--- src/rtl/dot_product_slave.sv ---
// dot_product_slave: buffers element pairs, runs a sequential unsigned MAC,
// stores the result into a small register file and serves read-back.
module dot_product_slave #(
    parameter int DATA_W = 32,
    parameter int DEPTH  = 16,
    parameter int ACC_W  = 64
) (
    input  logic              clk,
    input  logic              rst,
    input  logic              wdvalid,
    input  logic              awvalid,
    output logic              wready,
    input  logic [DATA_W-1:0] wdata_a,
    input  logic [DATA_W-1:0] wdata_b,
    input  logic [DATA_W-1:0] waddr_a,
    input  logic [DATA_W-1:0] waddr_b,
    input  logic [DATA_W-1:0] waddr_output,
    input  logic [DATA_W-1:0] vector_len,
    input  logic              start_compute,
    input  logic              start_write,
    input  logic              start_read,
    input  logic [DATA_W-1:0] read_addr,
    output logic [DATA_W-1:0] rdata,
    output logic              rvalid,
    output logic              busy,
    output logic              processing_done,
    output logic              store_done,
    output logic              read_done,
    output logic              overflow
);
    localparam int AW = $clog2(DEPTH);
    localparam int CW = AW + 1;

    typedef enum logic [2:0] {IDLE, LOAD, COMPUTE, STORE, READ} state_t;

    state_t            state, nxt_state, ret_state, nxt_ret;
    logic [CW-1:0]     wr_cnt, nxt_cnt, n_cnt, nxt_n, idx;
    logic [DATA_W-1:0] len_r, nxt_len, addr_a_r, addr_b_r, addr_out_r, result;
    logic [ACC_W-1:0]  acc, prod;
    logic [DATA_W-1:0] buf_a [DEPTH];
    logic [DATA_W-1:0] buf_b [DEPTH];
    logic [DATA_W-1:0] outmem [DEPTH];
    logic              idle_load, beat, first;

    // A beat landing in the same cycle as a start is counted before N is fixed.
    always_comb begin
        idle_load = state == IDLE || state == LOAD;
        beat      = wdvalid && awvalid && wready;
        first     = beat && wr_cnt == '0;
        nxt_len   = first ? vector_len : len_r;
        nxt_cnt   = beat ? wr_cnt + 1'b1 : wr_cnt;
        nxt_state = beat ? LOAD : state;
        nxt_ret   = ret_state;
        if (idle_load) begin
            nxt_ret = nxt_state;
            if (start_compute) nxt_state = COMPUTE;
            else if (start_write) nxt_state = STORE;
            else if (start_read) nxt_state = READ;
        end else if (state == COMPUTE && idx == n_cnt) begin
            nxt_state = IDLE;
            nxt_cnt   = '0;
        end else if (state == STORE || state == READ) begin
            nxt_state = ret_state;
        end
        nxt_n = (nxt_len < DATA_W'(nxt_cnt)) ? CW'(nxt_len) : nxt_cnt;
        prod  = ACC_W'(buf_a[idx[AW-1:0]]) * ACC_W'(buf_b[idx[AW-1:0]]);
    end

    always_ff @(posedge clk) begin
        if (beat) begin
            buf_a[wr_cnt[AW-1:0]] <= wdata_a;
            buf_b[wr_cnt[AW-1:0]] <= wdata_b;
        end
    end

    always_ff @(posedge clk or negedge rst) begin
        if (!rst) begin
            state           <= IDLE;
            ret_state       <= IDLE;
            wr_cnt          <= '0;
            n_cnt           <= '0;
            idx             <= '0;
            len_r           <= '0;
            addr_a_r        <= '0;
            addr_b_r        <= '0;
            addr_out_r      <= '0;
            acc             <= '0;
            result          <= '0;
            rdata           <= '0;
            rvalid          <= 1'b0;
            wready          <= 1'b0;
            busy            <= 1'b0;
            processing_done <= 1'b0;
            store_done      <= 1'b0;
            read_done       <= 1'b0;
            overflow        <= 1'b0;
            for (int i = 0; i < DEPTH; i++) outmem[i] <= '0;
        end else begin
            state           <= nxt_state;
            ret_state       <= nxt_ret;
            wr_cnt          <= nxt_cnt;
            len_r           <= nxt_len;
            wready          <= (nxt_state == IDLE || nxt_state == LOAD) && nxt_cnt < CW'(DEPTH);
            busy            <= nxt_state == COMPUTE || nxt_state == STORE || nxt_state == READ;
            processing_done <= 1'b0;
            store_done      <= 1'b0;
            rvalid          <= 1'b0;
            read_done       <= 1'b0;
            if (first) begin
                addr_a_r   <= waddr_a;
                addr_b_r   <= waddr_b;
                addr_out_r <= waddr_output;
            end
            if (idle_load && nxt_state == COMPUTE) begin
                acc   <= '0;
                idx   <= '0;
                n_cnt <= nxt_n;
            end
            if (state == COMPUTE) begin
                if (idx != n_cnt) begin
                    acc <= acc + prod;
                    idx <= idx + 1'b1;
                end else begin
                    result          <= acc[DATA_W-1:0];
                    overflow        <= |acc[ACC_W-1:DATA_W];
                    processing_done <= 1'b1;
                end
            end
            if (state == STORE) begin
                outmem[addr_out_r[AW-1:0]] <= result;
                store_done                 <= 1'b1;
            end
            if (state == READ) begin
                rdata     <= outmem[read_addr[AW-1:0]];
                rvalid    <= 1'b1;
                read_done <= 1'b1;
            end
        end
    end
endmodule

--- config.mk ---
export PLATFORM = sky130hd
export DESIGN_NAME = dot_product_slave
export DESIGN_NICKNAME = d
export VERILOG_FILES = /design/src/rtl/dot_product_slave.sv
export SDC_FILE = /design/constraint.sdc
export NUM_CORES = 2
export LEC_CHECK = 0
export BUFFER_PORTS_ARGS = -buffer_cell sky130_fd_sc_hd__buf_2
export CELL_PAD_IN_SITES_DETAIL_PLACEMENT = 0
export CELL_PAD_IN_SITES_GLOBAL_PLACEMENT = 1
export CORE_MARGIN = 1
export CORE_UTILIZATION = 36
export CTS_BUF_LIST = sky130_fd_sc_hd__clkbuf_4 sky130_fd_sc_hd__clkbuf_8
export CTS_CLUSTER_DIAMETER = 200
export DETAILED_ROUTE_END_ITERATION = 6
export PLACE_DENSITY_LB_ADDON = 0.12
export SLEW_MARGIN = 40
export SYNTH_ARGS = -nofsm -noshare
export SYNTH_HDL_FRONTEND = slang
export SYNTH_SLANG_ARGS = --single-unit
export TNS_END_PERCENT = 1
--- constraint.sdc ---
create_clock -name clk -period 25.8 [get_ports clk]
set_input_delay 2.58 -clock clk [delete_from_list [all_inputs] [get_ports clk]]
set_output_delay 2.58 -clock clk [all_outputs]
set_load 0.005 [all_outputs]
==> metrics.cfg <==
[outcome]
outcome = complete, no violations

[timing]
fmaxAchievable_mhz = 80.61
layout_setup_ws_ns = 13.40
rsz0062_at_grt = false
total_of_endpoints_with_negative_setup_slack_in_the_final_report = 0
slew_viol_final = 0
hold_violations = 0
clock-skew-final_ns = 0.1122
post-route-period-util = 0.4808
period_needed_ns = 12.40
worst_pin_slew_ns = 0.8658
tns_ns = 0
worst_slew_margin_rel = 0.4222

[floorplanning]
core_area_um2 = 285700
initial_core_util = 0.3628
die_x_um = 538.6
number_of_i_o_pins = 270
die_area_um2 = 290100
chipHeight_um = 538.6
placementRows = 196

[routing]
wl_per_cell_um = 25.69
detailroute.via_count = 60447
drcViolationCount = 0
drt_iter0_markers = 3467
detail_route.vias_per_cell = 5.128
finalWirelength_um = 302900
final_antenna_violating_net_count = 0
drt_pre_antenna_iters = 6

[synth]
synth_edf_count = 1024
synthDistinctLibCells = 84
prevailing_post_synth_register_cell = sky130_fd_sc_hd__edfxtp_1
postSynthAreaPerCell_um2 = 13.67
mappedNetlistNets = 9023
synth_cells = 7581
seq_area_frac_synth = 0.4663
synth_area_um2 = 103700
synth_seq_cells = 1727
yosys_warnings = 0
ys_async_sr_fraction = 0.4071

[global_routing]
globalRoute.busiestLayer = met2
grt_pass1_vias = 66233
initial_antenna_violation_count = 31
grt_use_total = 0.2111
met3_usage = 0.03486
pin_count_of_the_biggest_net_entering_global_routing = 104
grt_use_met1 = 0.2793
globalRoute.totalOverflow = 0
grt_pass1_wl_um = 450300
groute.layer.met2.usage = 0.3562

[clock_network]
clk-insertion-delay-late_ns = 1.01
clk_pin_slew_worst_paths_ns = 0.06
clock-root-buffer = sky130_fd_sc_hd__clkbuf_8
holdBufCountCts = 0
tritoncts_buffers = 311
cts_resized = 0
post_cts_buffers = 0
clock_tree.htree_level_count = 5
cts-root-to-sink-buffers = 4
tritoncts = built
tritoncts_num_sinks = 1727

[setup_path]
timing_worst_setup_path_type = reg -> reg
crit_path_max_fanout = 41
timing.reg2reg.setup_slack_ns = 13.40
slowest_delay_ns = 0.87
cp_data_required_time_ns = 26.59
timing.critical_path.arrival_ns = 13.20
timing.critical_path.mode_cell = sky130_fd_sc_hd__fa_1
cp_launch_type = register
timing.critical_path.to_type = register
slowest_stage = sky130_fd_sc_hd__dfrtp_4

[place]
gp_congestion = 0.8419
dpl.hpwl_um = 200600
pre_cts_ws_ns = 13.03
count_of_input_and_output_buffers = 149

[final_layout]
final_util = 0.4045
layout-area-overhead-vs-synth_pct = 11.49
drive_above_1_share = 0.2479
layout.nets = 9226

[run]
max_cap_violations = 0

[hold_path]
worst_min_delay_path_class = reg -> reg

through the flow:
stage               instances  cell area [um2]  hold slack [ns]
floorplan                7581           103700           0.4574
global placement        11223           108900           0.4808
detailed placement      11230           109100           0.4885
CTS                     11777           115400           0.4990
global route            11782           115600           0.5074
finish                  11787           115600           0.4947
state kept, by name, indices dropped and copies added, names as in the netlist:
name,count
idx,5
wr_cnt,5
store_done,1
acc,64
read_done,1
rdata,32
outmem,512
n_cnt,5
processing_done,1
busy,1
addr_out_r,4
overflow,1
buf_a,512
result,32
len_r,32
ret_state,3
wready,1
buf_b,512
state,3
routing by layer:
metal  vias up  part of all wire  wire length [um]
met5         -           0.00068               206
met4        30             0.028              8601
met3       428             0.047             14320
met2      1230              0.49            148600
met1     32712              0.43            131100
li1      26047                 -                 -
cells in the mapped netlist (4+ instances only):
library cell               number  area share
sky130_fd_sc_hd__inv_1       1133       0.041
sky130_fd_sc_hd__edfxtp_1    1024        0.30
sky130_fd_sc_hd__fa_1         959        0.19
sky130_fd_sc_hd__nand2_1      709       0.026
sky130_fd_sc_hd__dfrtp_1      703        0.17
sky130_fd_sc_hd__mux2_2       625       0.068
sky130_fd_sc_hd__nor2_1       505       0.018
sky130_fd_sc_hd__mux4_2       437       0.095
sky130_fd_sc_hd__ha_1         252       0.030
sky130_fd_sc_hd__clkbuf_1     203      0.0074
sky130_fd_sc_hd__buf_2        144      0.0070
sky130_fd_sc_hd__o21ai_0      121      0.0058
sky130_fd_sc_hd__a21oi_1       80      0.0039
sky130_fd_sc_hd__nand3_1       74      0.0036
sky130_fd_sc_hd__buf_1         66      0.0024
sky130_fd_sc_hd__and2_1        51      0.0031
sky130_fd_sc_hd__mux2i_1       50      0.0048
sky130_fd_sc_hd__o21a_1        38      0.0028
sky130_fd_sc_hd__xnor2_1       38      0.0032
sky130_fd_sc_hd__a21o_1        37      0.0027
sky130_fd_sc_hd__xor2_1        29      0.0025
sky130_fd_sc_hd__nand4_1       28      0.0017
sky130_fd_sc_hd__o21ai_1       24      0.0012
sky130_fd_sc_hd__nor4_1        23      0.0014
sky130_fd_sc_hd__o21ai_2       21      0.0018
sky130_fd_sc_hd__nor3_1        19     0.00092
sky130_fd_sc_hd__nor2b_1       18      0.0011
sky130_fd_sc_hd__nand2b_1      17      0.0010
sky130_fd_sc_hd__o21bai_1      15      0.0011
sky130_fd_sc_hd__and3_1        10     0.00060
sky130_fd_sc_hd__buf_4         10     0.00072
sky130_fd_sc_hd__a31oi_1        8     0.00048
sky130_fd_sc_hd__clkinv_1       7     0.00025
sky130_fd_sc_hd__a211oi_1       6     0.00043
sky130_fd_sc_hd__o211ai_1       6     0.00043
sky130_fd_sc_hd__and4_1         5     0.00042
sky130_fd_sc_hd__buf_6          5     0.00054
sky130_fd_sc_hd__o22ai_1        5     0.00030
sky130_fd_sc_hd__o31ai_1        4     0.00029
sky130_fd_sc_hd__or3_1          4     0.00024
sky130_fd_sc_hd__or4_1          4     0.00029
cell families (layout without fill, tap and decap cells):
kind of cell | after synthesis | after routing | share of synthesized area
flip-flops | 1727 | 1727 | 0.4663
buffers and inverters | 1573 | 2010 | 0.05965
AND/OR/NAND/NOR | 1481 | 1481 | 0.05955
adder cells (fa/ha/maj) | 1211 | 1211 | 0.2156
multiplexers | 1112 | 1112 | 0.1677
AO/OA/AOI/OAI | 410 | 410 | 0.02552
XOR/XNOR | 67 | 67 | 0.005661
other | 0 | 7 | 0
layout by cell type, fill, tap and decap left out, types with 252 or more instances in the layout:
master and instances:
sky130_fd_sc_hd__fa_1 959, sky130_fd_sc_hd__edfxtp_1 1024, sky130_fd_sc_hd__nand2_1 702, sky130_fd_sc_hd__nor2_1 486, sky130_fd_sc_hd__inv_1 1132, sky130_fd_sc_hd__ha_1 252, sky130_fd_sc_hd__mux4_2 434, sky130_fd_sc_hd__mux2_2 625
sky130_fd_sc_hd__dfrtp_1 699, sky130_fd_sc_hd__clkbuf_8 352
cell type report:
type,count,area [um2]
fillers,26877,170100
multi-input cells,4281,49580
flip-flops and latches,1727,48360
clock buffers,462,5670
well taps,3762,4707
inverters,1140,4279
repair buffers,323,2311
clock inverters,85,653.1
diodes,7,17.52
worst max-delay path, delay by kind of cell, from the launching register on:
kind	cells	cell delay, ns
fa+ha+maj	9	4.38
flops	1	0.87
xor+xnor	1	0.17
buf+inv	9	2.77
mux	2	0.91
compound gates	9	2.76
simple gates	1	0.09
final timing paths:
kind / start / endpoint / depth (start not counted)
min reg2reg: ret_state[2] / ret_state[2] / 1
max reg2reg: idx[0] / acc[62] / 31
max: idx[0] / acc[62] / 31
max in group asynchronous: rst / result[29] / 5
min: ret_state[2] / ret_state[2] / 1
min in group asynchronous: rst / rdata[12] / 1
Power is left out: the tool's default activity adds up to more than one toggle a clock period on the data nets, which glitch-free logic cannot reach.
